File: src/rtl/uart_rx_deserializer.sv
// UART receive deserializer: 2-flop rx synchronizer, oversampled start validation,
// mid-bit data sampling (LSB first) and stop-bit check with framing-error report.
module uart_rx_deserializer #(
  parameter int unsigned OVERSAMPLE = 16,
  parameter int unsigned DATA_BITS  = 8
) (
  input  logic                 clk,
  input  logic                 rst,
  input  logic                 tick,
  input  logic                 rx,
  output logic [DATA_BITS-1:0] data_out,
  output logic                 done,
  output logic                 busy,
  output logic                 frame_err
);

  localparam int unsigned SW = $clog2(OVERSAMPLE);
  localparam int unsigned BW = (DATA_BITS > 1) ? $clog2(DATA_BITS) : 1;
  localparam logic [SW-1:0] HALF_M1  = SW'(OVERSAMPLE / 2 - 1);
  localparam logic [SW-1:0] FULL_M1  = SW'(OVERSAMPLE - 1);
  localparam logic [BW-1:0] LAST_BIT = BW'(DATA_BITS - 1);

  if (OVERSAMPLE < 4 || (OVERSAMPLE % 2) != 0) begin : g_bad_oversample
    $error("uart_rx_deserializer: OVERSAMPLE must be even and >= 4");
  end

  typedef enum logic [1:0] {
    S_IDLE,
    S_START,
    S_DATA,
    S_STOP
  } state_t;

  state_t               r_state;
  state_t               w_state_nxt;
  logic                 r_busy;
  logic                 r_rx_meta;
  logic                 r_rx_s;
  logic [SW-1:0]        r_scnt;
  logic [SW-1:0]        w_scnt_nxt;
  logic [BW-1:0]        r_bidx;
  logic [BW-1:0]        w_bidx_nxt;
  logic [DATA_BITS-1:0] r_shreg;
  logic [DATA_BITS-1:0] w_shreg_nxt;
  logic                 r_armed;
  logic                 w_armed_nxt;
  logic [DATA_BITS-1:0] r_data;
  logic [DATA_BITS-1:0] w_data_nxt;
  logic                 r_done;
  logic                 w_done_nxt;
  logic                 r_ferr;
  logic                 w_ferr_nxt;

  // rx is asynchronous to clk; both stages idle high so reset looks like a quiet line
  always_ff @(posedge clk or posedge rst) begin
    if (rst) begin
      r_rx_meta <= 1'b1;
      r_rx_s    <= 1'b1;
    end else begin
      r_rx_meta <= rx;
      r_rx_s    <= r_rx_meta;
    end
  end

  always_ff @(posedge clk or posedge rst) begin
    if (rst) begin
      r_state <= S_IDLE;
      r_busy  <= 1'b0;
    end else begin
      r_state <= w_state_nxt;
      r_busy  <= (w_state_nxt != S_IDLE);
    end
  end

  always_comb begin
    w_state_nxt = r_state;
    if (tick) begin
      case (r_state)
        S_IDLE:  if (r_armed && !r_rx_s) w_state_nxt = S_START;
        S_START: if (r_scnt == HALF_M1) w_state_nxt = r_rx_s ? S_IDLE : S_DATA;
        S_DATA:  if (r_scnt == FULL_M1 && r_bidx == LAST_BIT) w_state_nxt = S_STOP;
        S_STOP:  if (r_scnt == FULL_M1) w_state_nxt = S_IDLE;
        default: w_state_nxt = S_IDLE;
      endcase
    end
  end

  always_comb begin
    w_scnt_nxt  = r_scnt;
    w_bidx_nxt  = r_bidx;
    w_shreg_nxt = r_shreg;
    w_armed_nxt = r_armed;
    w_data_nxt  = r_data;
    w_ferr_nxt  = r_ferr;
    w_done_nxt  = 1'b0;
    if (tick) begin
      case (r_state)
        S_IDLE: begin
          // a start is only honoured once the line has been seen idle-high
          if (r_rx_s) begin
            w_armed_nxt = 1'b1;
          end else if (r_armed) begin
            w_scnt_nxt = '0;
          end
        end
        S_START: begin
          if (r_scnt == HALF_M1) begin
            if (!r_rx_s) begin
              w_scnt_nxt = '0;
              w_bidx_nxt = '0;
            end
          end else begin
            w_scnt_nxt = r_scnt + 1'b1;
          end
        end
        S_DATA: begin
          if (r_scnt == FULL_M1) begin
            w_shreg_nxt                = r_shreg >> 1;
            w_shreg_nxt[DATA_BITS-1]   = r_rx_s;
            w_scnt_nxt                 = '0;
            if (r_bidx != LAST_BIT) w_bidx_nxt = r_bidx + 1'b1;
          end else begin
            w_scnt_nxt = r_scnt + 1'b1;
          end
        end
        S_STOP: begin
          if (r_scnt == FULL_M1) begin
            w_data_nxt = r_shreg;
            w_ferr_nxt = !r_rx_s;
            w_done_nxt = 1'b1;
            if (!r_rx_s) w_armed_nxt = 1'b0;
          end else begin
            w_scnt_nxt = r_scnt + 1'b1;
          end
        end
        default: w_scnt_nxt = '0;
      endcase
    end
  end

  always_ff @(posedge clk or posedge rst) begin
    if (rst) begin
      r_scnt  <= '0;
      r_bidx  <= '0;
      r_shreg <= '0;
      r_armed <= 1'b0;
      r_data  <= '0;
      r_ferr  <= 1'b0;
      r_done  <= 1'b0;
    end else begin
      r_scnt  <= w_scnt_nxt;
      r_bidx  <= w_bidx_nxt;
      r_shreg <= w_shreg_nxt;
      r_armed <= w_armed_nxt;
      r_data  <= w_data_nxt;
      r_ferr  <= w_ferr_nxt;
      r_done  <= w_done_nxt;
    end
  end

  assign data_out  = r_data;
  assign done      = r_done;
  assign busy      = r_busy;
  assign frame_err = r_ferr;

endmodule

File: config.mk
export PLATFORM = sky130hd
export DESIGN_NAME = uart_rx_deserializer
export DESIGN_NICKNAME = d
export VERILOG_FILES = /design/src/rtl/uart_rx_deserializer.sv
export SDC_FILE = /design/constraint.sdc
export NUM_CORES = 1
export LEC_CHECK = 0
export CORE_MARGIN = 4
export CORE_UTILIZATION = 45
export DETAILED_ROUTE_END_ITERATION = 7
export PLACE_DENSITY = 0.66
export SKIP_CTS_REPAIR_TIMING = 1
export SLEW_MARGIN = 25
export SYNTH_ARGS = -nofsm -noshare
export SYNTH_HDL_FRONTEND = slang
export SYNTH_SLANG_ARGS = --single-unit
File: constraint.sdc
create_clock -name clk -period 2.37 [get_ports clk]
set_input_delay 0.474 -clock clk [delete_from_list [all_inputs] [get_ports clk]]
set_output_delay 0.474 -clock clk [all_outputs]
set_load 0.005 [all_outputs]
==> results of run 1 <==
==> cell families after synthesis <==
logic type / count (synthesis) / synth area share
AOI/OAI and AO/OA: 16 / 0.0753
buffers and inverters: 12 / 0.0433
muxes: 21 / 0.170
and+or+nand+nor: 34 / 0.147
DFF: 31 / 0.538
adders and majority gates: 3 / 0.0260
==> how the worst max path moves through the flow <==
stage | from | endpoint | slack, ns | depth (start not counted)
3_3_place_gp | tick | r_shreg[1] | 0.32 | 4
2_1_floorplan | r_scnt[0] | r_bidx[0] | 0.54 | 5
6_report | r_scnt[0] | r_bidx[2] | 0.39 | 5
5_1_grt | r_scnt[0] | r_bidx[0] | 0.36 | 5
3_5_place_dp | tick | r_shreg[6] | 0.27 | 4
4_1_cts | r_scnt[0] | r_bidx[2] | 0.40 | 5
==> cell usage in the layout (no fill, tap or decap), drive strengths merged, types with 4 or more instances in the layout <==
cell type	instances
nor2	11
dfrtp	29
clkbuf	6
nand3	4
inv	7
mux2	20
and3	4
clkdlybuf4s50	14
==> metal layers <==
metal  up-vias  track usage  wire length (um)
met5         -            0                 0
met2        11        0.207              1090
met3         4       0.0520                77
met1       454        0.171              1210
li1        458            -                 -
met4         0       0.0554                40
==> registers in the layout (all words and copies together) (netlist names) <==
register   cells
r_state        2
r_rx_s         1
done           1
frame_err      1
r_scnt         4
r_bidx         3
busy           1
data_out       8
r_shreg        8
r_rx_meta      1
r_armed        1
==> worst max-delay path: cells and delay by family (launching register included) <==
family,cells,cell delay [ns]
simple gates,3,0.85
flops,1,0.42
fa+ha+maj,1,0.30
mux,1,0.29
==> Yosys cell counts, types with 3 or more instances <==
cell and number:
a21oi_1 3, mux2_2 17, ha_1 3, nor2_1 11, mux2_4 3, nand3_1 4, nor3b_1 3, dfrtp_1 29
o21a_1 3, inv_1 7
==> power groups by stage <==
stage,registers [mW],logic (mW),clock network [mW]
after global routing,0.745,0.424,0.466
after CTS,0.726,0.379,0.443
after detailed placement,0.735,0.378,0
after floorplan,0.681,0.326,0
after global placement,0.729,0.367,0
final,0.727,0.375,0.428
==> layout make-up <==
cell class | instances | area share
flip-flops and latches | 31 | 0.454
multi-input cells | 74 | 0.353
repair buffers | 17 | 0.0949
well taps | 44 | 0.0321
clock buffers | 6 | 0.0299
clock inverters | 2 | 0.0204
inverters | 7 | 0.0153
==> metrics by stage <==
step	utilization	std cells	hold WS [ns]	worst slack, ns
4_1_cts	0.561	181	0.363	0.404
5_1_grt	0.561	181	0.372	0.360
6_report	0.561	181	0.361	0.391
3_5_place_dp	0.533	173	0.350	0.270
3_3_place_gp	0.533	173	0.348	0.316
2_1_floorplan	-	117	0.345	0.541
==> qor.yml, run 1 <==
outcome:
  status: "finished, final reports clean"
hold_path:
  hold_end: "r_rx_s"
  hp-class: "reg2reg"
  hp-start: "r_rx_meta"
  hold_depth: 0
clocking:
  clk_path_buf_depth: 2
  clock_latency_ns: 0.33
  clockRootBuffer: "clkbuf_4"
  numCtsBuffers: 5
  htreeDepth: 2
  cts_sinks: 31
  clk_pin_slew_ns: 0.09
  cts_tree: "done"
worst_setup_path:
  path_class: "reg2reg"
  critPathLaunchType: "register"
  crit_arrival_ns: 2.19
  rr_endpoint: "r_bidx[2]"
  rr_startpoint: "r_scnt[0]"
  path_cells: "ha_1 > and4bb_4 > or3b_1 > and3_4 > mux2_4"
  critPathCaptureType: "register"
  critPathSlowestCell: "dfrtp_1"
  r2r_cells: 5
  ff2ff_setup_slack_ns: 0.39
  cp_max_fo: 8
  cp_slowest_stage_delay_ns: 0.42
  cp.required_ns: 2.58
power:
  intPower_mw: 1.07
  power_frac_seq: 0.475
  peakVddDrop_mv: 0.473
  power_frac_clock: 0.279
  powerDensity_mw_per_mm2: 893
  leakage_nw: 0.808
  pwr-share-comb: 0.245
  power_mw: 1.53
  switchingPower_uw: 457
  switching_share: 0.299
yosys:
  yosysTopAreaCell: "dfrtp_1"
  yosysTopAreaCellShare: 0.502
  synth_fp_nets: 124
  synthArstFlopShare: 1.00
  syn_area_mm2: 0.00145
  ys_warn_count: 0
  synth-seq-cells: 31
  synthCells: 117
  ys.flop_type: "dfrtp_1"
  synth_cell_types: 36
  synth-seq-area-share: 0.538
  synth.area.top_cells: "dfrtp_1 50%, mux2_2 13%, dfstp_2 3.6%"
  syn_area_per_cell_um2: 12.4
  synth_edf_count: 0
timing:
  max_slew_margin: 0.748
  worstMarginPinSlew_ns: 0.378
  rsz0062_at_grt: "no"
  fmax_ghz: 0.505
  finalSetupViolCount: 0
  finalSetupTns_ns: 0
  post-route-period-util: 0.835
  drv_slew: 0
  clock_skew_ns: 0.0101
  fin_crit_ns: 1.98
  hold_viol: 0
placement:
  placed_area_mm2: 0.00163
  dpl.hpwl_um: 1680
  place_congestion: 0.773
  port_buffers: 14
finish:
  diodes: 0
  final_nets: 143
  drive_gt1_frac: 0.285
  final_design_area_no_fill_mm2: 0.00171
  syn2layout_area_growth_pct: 18.5
  fill_cells: 285
  multi_input_area_um2: 606
  seqCellArea_um2: 778
detailed_routing:
  first_pass_iters: 4
  drcViolationCount: 0
  via_per_inst: 5.12
  antenna_left: 0
  vias: 927
  finalWirelength_um: 2420
  wl_per_cell_um: 13.3
  dr.first_iter.drc_count: 20
global_route:
  grt_pass1_vias: 931
  antenna_found_initial: 0
  grt_max_degree: 32
  gr-total-overflow: 0
  grt_pass1_wl_um: 4280
  track_usage: 0.135
die:
  io_pins: 15
  dieArea_mm2: 0.00419
  dieWidth_um: 64.7
  core_mm2: 0.00305
  start_util: 0.474
  num_rows: 20
  die_y_um: 64.7
run:
  drv_cap: 0
(Power assumes the default switching activity.)
==> run 2: changes to the inputs <==
--- a/config.mk
+++ b/config.mk
@@ -8,7 +8,7 @@
 export CORE_MARGIN = 4
 export CORE_UTILIZATION = 45
 export DETAILED_ROUTE_END_ITERATION = 7
-export PLACE_DENSITY = 0.66
+export PLACE_DENSITY = 0.68
 export SKIP_CTS_REPAIR_TIMING = 1
 export SLEW_MARGIN = 25
 export SYNTH_ARGS = -nofsm -noshare
==> constraint.sdc (replaced) <==
create_clock -name clk -period 1.6 [get_ports clk]
set_input_delay 0.32 -clock clk [delete_from_list [all_inputs] [get_ports clk]]
set_output_delay 0.32 -clock clk [all_outputs]
set_load 0.005 [all_outputs]
==> qor.yml, run 2 (synthesis results as in run 1) <==
outcome:
  status: "complete, but fails checks"
  violations: "setup timing"
power:
  peakVddDrop_mv: 0.741
  leakage_nw: 0.968
  powerDensity_mw_per_mm2: 1320
detailed_routing:
  first_pass_iters: 4
  wl_per_cell_um: 14.8
  drcViolationCount: 0
  finalWirelength_um: 3050
  antenna_left: 0
  dr.first_iter.drc_count: 35
  via_per_inst: 5.14
  vias: 1059
timing:
  finalSetupViolCount: 20
  rsz0062_at_grt: "yes"
  max_slew_margin: 0.839
  fmax_ghz: 0.562
  worstMarginPinSlew_ns: 0.239
  drv_slew: 0
  post-route-period-util: 1.11
  fin_crit_ns: 1.78
  hold_viol: 0
  clock_skew_ns: 0.0127
  fin_ws_ns: -0.179
global_route:
  grt_max_degree: 32
  track_usage: 0.146
  met3_usage: 0.0468
  top_usage_layer: "met2"
  grt_pass1_vias: 1002
  gr-total-overflow: 0
  antenna_found_initial: 0
  grtUsageMet1: 0.194
  grt_pass1_wl_um: 4670
  grtUsageMet2: 0.226
worst_setup_path:
  path_class: "reg2reg"
  critPathCaptureType: "register"
  crit_arrival_ns: 2.00
  critPathLaunchType: "register"
  cp.required_ns: 1.82
  cp_max_fo: 4
clocking:
  clk_path_buf_depth: 2
  numCtsBuffers: 5
  clk_pin_slew_ns: 0.10
  clock_latency_ns: 0.34
  cts_tree: "done"
  htreeDepth: 2
  cts_sinks: 31
  clockRootBuffer: "clkbuf_4"
placement:
  dp_cells: 195
  dpl.hpwl_um: 1910
  port_buffers: 14
  placed_area_mm2: 0.00184
  place_congestion: 0.865
  pre_cts_slack_ns: -0.239
finish:
  final_design_area_no_fill_mm2: 0.00207
  finalNonFillerCells: 206
  mostFrequentLayoutCells: "29 x dfrtp_1, 21 x buf_4, 16 x mux2_4"
  seqCellArea_um2: 778
  fill_cells: 239
  final_nets: 168
  final_util: 0.679
  syn2layout_area_growth_pct: 43.3
  drive_gt1_frac: 0.451
  multi_input_area_um2: 709
  final_common_cell: "dfrtp_1"
  diodes: 0
die:
  num_rows: 20
  dieWidth_um: 64.7
  start_util: 0.474
  die_y_um: 64.7
  dieArea_mm2: 0.00419
  core_mm2: 0.00305
  io_pins: 15
run:
  drv_cap: 0
hold_path:
  hp-class: "in2async"
-- run 2: changes by cell type in the layout (fill, tap and decap cells not counted), moves of 2 or more --
cell,change
buf_4,+18
mux2_4,+13
buf_6,+3
nor3b_1,-2
mux2_2,-13
buf_12,+3
-- run 2: final cells by class --
class | instances | area share
clock inverter | 2 | 0.0169
clock buffer | 6 | 0.0248
sequential | 31 | 0.376
timing repair buffer | 42 | 0.201
multi-input combinational | 74 | 0.342
inverter | 7 | 0.0127
tap | 44 | 0.0266
-- run 2: power by group --
part / internal, mW / switching, mW
Clock: 0.369 / 0.282
Sequential: 0.915 / 0.119
Combinational: 0.626 / 0.429
Total: 1.91 / 0.830
-- run 2: critical path, cell delays in order, from the launching register on --
cell,delay [ns]
dfrtp_1,0.42
ha_4,0.19
and4bb_4,0.20
or3b_4,0.37
and3_4,0.18
mux2_4,0.29
-- run 2: layer usage --
metal	routed length, um	part of all wire
met5	0	0
met4	22	0.0072
met3	117	0.038
met2	1490	0.49
met1	1420	0.47
-- run 2: path summary, 6_finish.rpt --
kind | slack [ns] | depth (start not counted) | endpoint | start
min in group clk | 0.37 | 0 | r_rx_s | r_rx_meta
hold reg to reg | 0.37 | 0 | r_rx_s | r_rx_meta
max in group asynchronous | 1.05 | 3 | r_rx_meta | rst
setup reg to reg | -0.18 | 5 | r_bidx[0] | r_scnt[0]
hold / removal | 0.31 | 3 | r_shreg[5] | rst
setup / recovery | -0.18 | 5 | r_bidx[0] | r_scnt[0]
-- run 2: metrics by stage --
stage / TNS [ns] / total power, mW / hold slack, ns
2_1_floorplan: -0.388 / 1.52 / 0.324
3_3_place_gp: -4.08 / 1.92 / 0.349
3_5_place_dp: -4.50 / 1.94 / 0.349
4_1_cts: -2.16 / 2.60 / 0.320
5_1_grt: -2.25 / 2.89 / 0.332
6_report: -1.36 / 2.74 / 0.312
==> run 3: changes to the inputs <==
==> constraint.sdc (replaced) <==
create_clock -name clk -period 1.6 [get_ports clk]
set_input_delay 0.24 -clock clk [delete_from_list [all_inputs] [get_ports clk]]
set_output_delay 0.24 -clock clk [all_outputs]
set_load 0.005 [all_outputs]
==> qor.yml, run 3 (synthesis results as in run 1) <==
global_route:
  grtUsageMet2: 0.215
  top_usage_layer: "met2"
  gr-total-overflow: 0
  antenna_found_initial: 0
  grt_max_degree: 32
  track_usage: 0.143
  grtUsageMet1: 0.197
  grt_pass1_vias: 1034
  met3_usage: 0.0468
  grt_pass1_wl_um: 4630
detailed_routing:
  vias: 1036
  finalWirelength_um: 2840
  drcViolationCount: 0
  via_per_inst: 5.00
  dr.first_iter.drc_count: 45
  antenna_left: 0
  first_pass_iters: 4
  wl_per_cell_um: 13.7
worst_setup_path:
  critPathCaptureType: "register"
  critPathLaunchType: "register"
  cp_max_fo: 5
  path_cells: "ha_4 > and4bb_4 > or3b_4 > and3_4 > mux2_4"
  crit_arrival_ns: 2.00
  critPathSlowestCell: "dfrtp_1"
  path_class: "reg2reg"
  cp_slowest_stage_delay_ns: 0.42
  cp.required_ns: 1.82
die:
  io_pins: 15
  core_mm2: 0.00305
  dieWidth_um: 64.7
  die_y_um: 64.7
  dieArea_mm2: 0.00419
  start_util: 0.474
  num_rows: 20
timing:
  clock_skew_ns: 0.00541
  fin_ws_ns: -0.181
  fmax_ghz: 0.561
  finalSetupViolCount: 19
  worstMarginPinSlew_ns: 0.374
  drv_slew: 0
  rsz0062_at_grt: "yes"
  finalSetupTns_ns: -1.85
  fin_crit_ns: 1.78
  max_slew_margin: 0.751
  hold_viol: 0
  post-route-period-util: 1.11
clocking:
  clk_path_buf_depth: 2
  clock_latency_ns: 0.32
  clk_pin_slew_ns: 0.10
  cts_tree: "done"
  numCtsBuffers: 5
  htreeDepth: 2
  cts_sinks: 31
  clockRootBuffer: "clkbuf_4"
finish:
  fill_cells: 235
  diodes: 0
  syn2layout_area_growth_pct: 41.9
  mostFrequentLayoutCells: "29 x dfrtp_1, 22 x buf_4, 14 x mux2_2, 14 x clkdlybuf4s50_1, 9 x nor2_1"
  final_nets: 169
  final_common_cell: "dfrtp_1"
  finalNonFillerCells: 207
  final_util: 0.672
  drive_gt1_frac: 0.466
power:
  powerDensity_mw_per_mm2: 1350
  peakVddDrop_mv: 0.797
  power_mw: 2.77
  leakage_nw: 0.960
placement:
  dp_cells: 194
  place_congestion: 0.871
  port_buffers: 14
  dpl.hpwl_um: 1870
run:
  drv_cap: 0
hold_path:
  hp-class: "in2async"
outcome:
  status: "complete, but fails checks"
  violations: "setup timing"
run 3: final timing paths:
check | startpoint | cells past startpoint | slack (ns) | to
max reg2reg | r_scnt[0] | 5 | -0.18 | r_bidx[2]
min in group clk | rx | 1 | 0.32 | r_rx_meta
min reg2reg | r_rx_meta | 0 | 0.36 | r_rx_s
max in group asynchronous | rst | 3 | 1.01 | r_rx_s
min | rst | 3 | 0.28 | done
max | r_scnt[0] | 5 | -0.18 | r_bidx[2]
run 3: metal layers:
metal	part of all wire	vias to the layer above	wire (um)
li1	-	507	-
met1	0.48	511	1370
met2	0.48	16	1360
met3	0.035	2	98
met4	0.00071	0	2
met5	0	-	0
run 3: cell type report:
cell class / instances / area, um^2 / share of cell area
well taps: 44 / 55.1 / 0.0268
multi-input cells: 74 / 691 / 0.337
repair buffers: 43 / 415 / 0.202
clock inverters: 2 / 35.0 / 0.0171
flip-flops and latches: 31 / 778 / 0.379
inverters: 7 / 26.3 / 0.0128
clock buffers: 6 / 51.3 / 0.0250
run 3: stage by stage:
stage / worst slack [ns] / area, um^2 / hold WS (ns)
detailed placement: -0.172 / 1820 / 0.349
floorplan: -0.129 / 1460 / 0.244
global placement: -0.154 / 1820 / 0.348
CTS: -0.180 / 1910 / 0.280
finish: -0.181 / 2050 / 0.277
global route: -0.208 / 2050 / 0.292
run 3: power by group:
group / switching, mW / internal (mW)
Clock: 0.264 / 0.369
Sequential: 0.114 / 0.915
Combinational: 0.454 / 0.652
Total: 0.833 / 1.94
run 3: critical path: cells and delay by family, from the launching register on:
family                     cells  cell delay [ns]
muxes                          1             0.29
adders and majority gates      1             0.20
and+or+nand+nor                3             0.76
DFF                            1             0.42
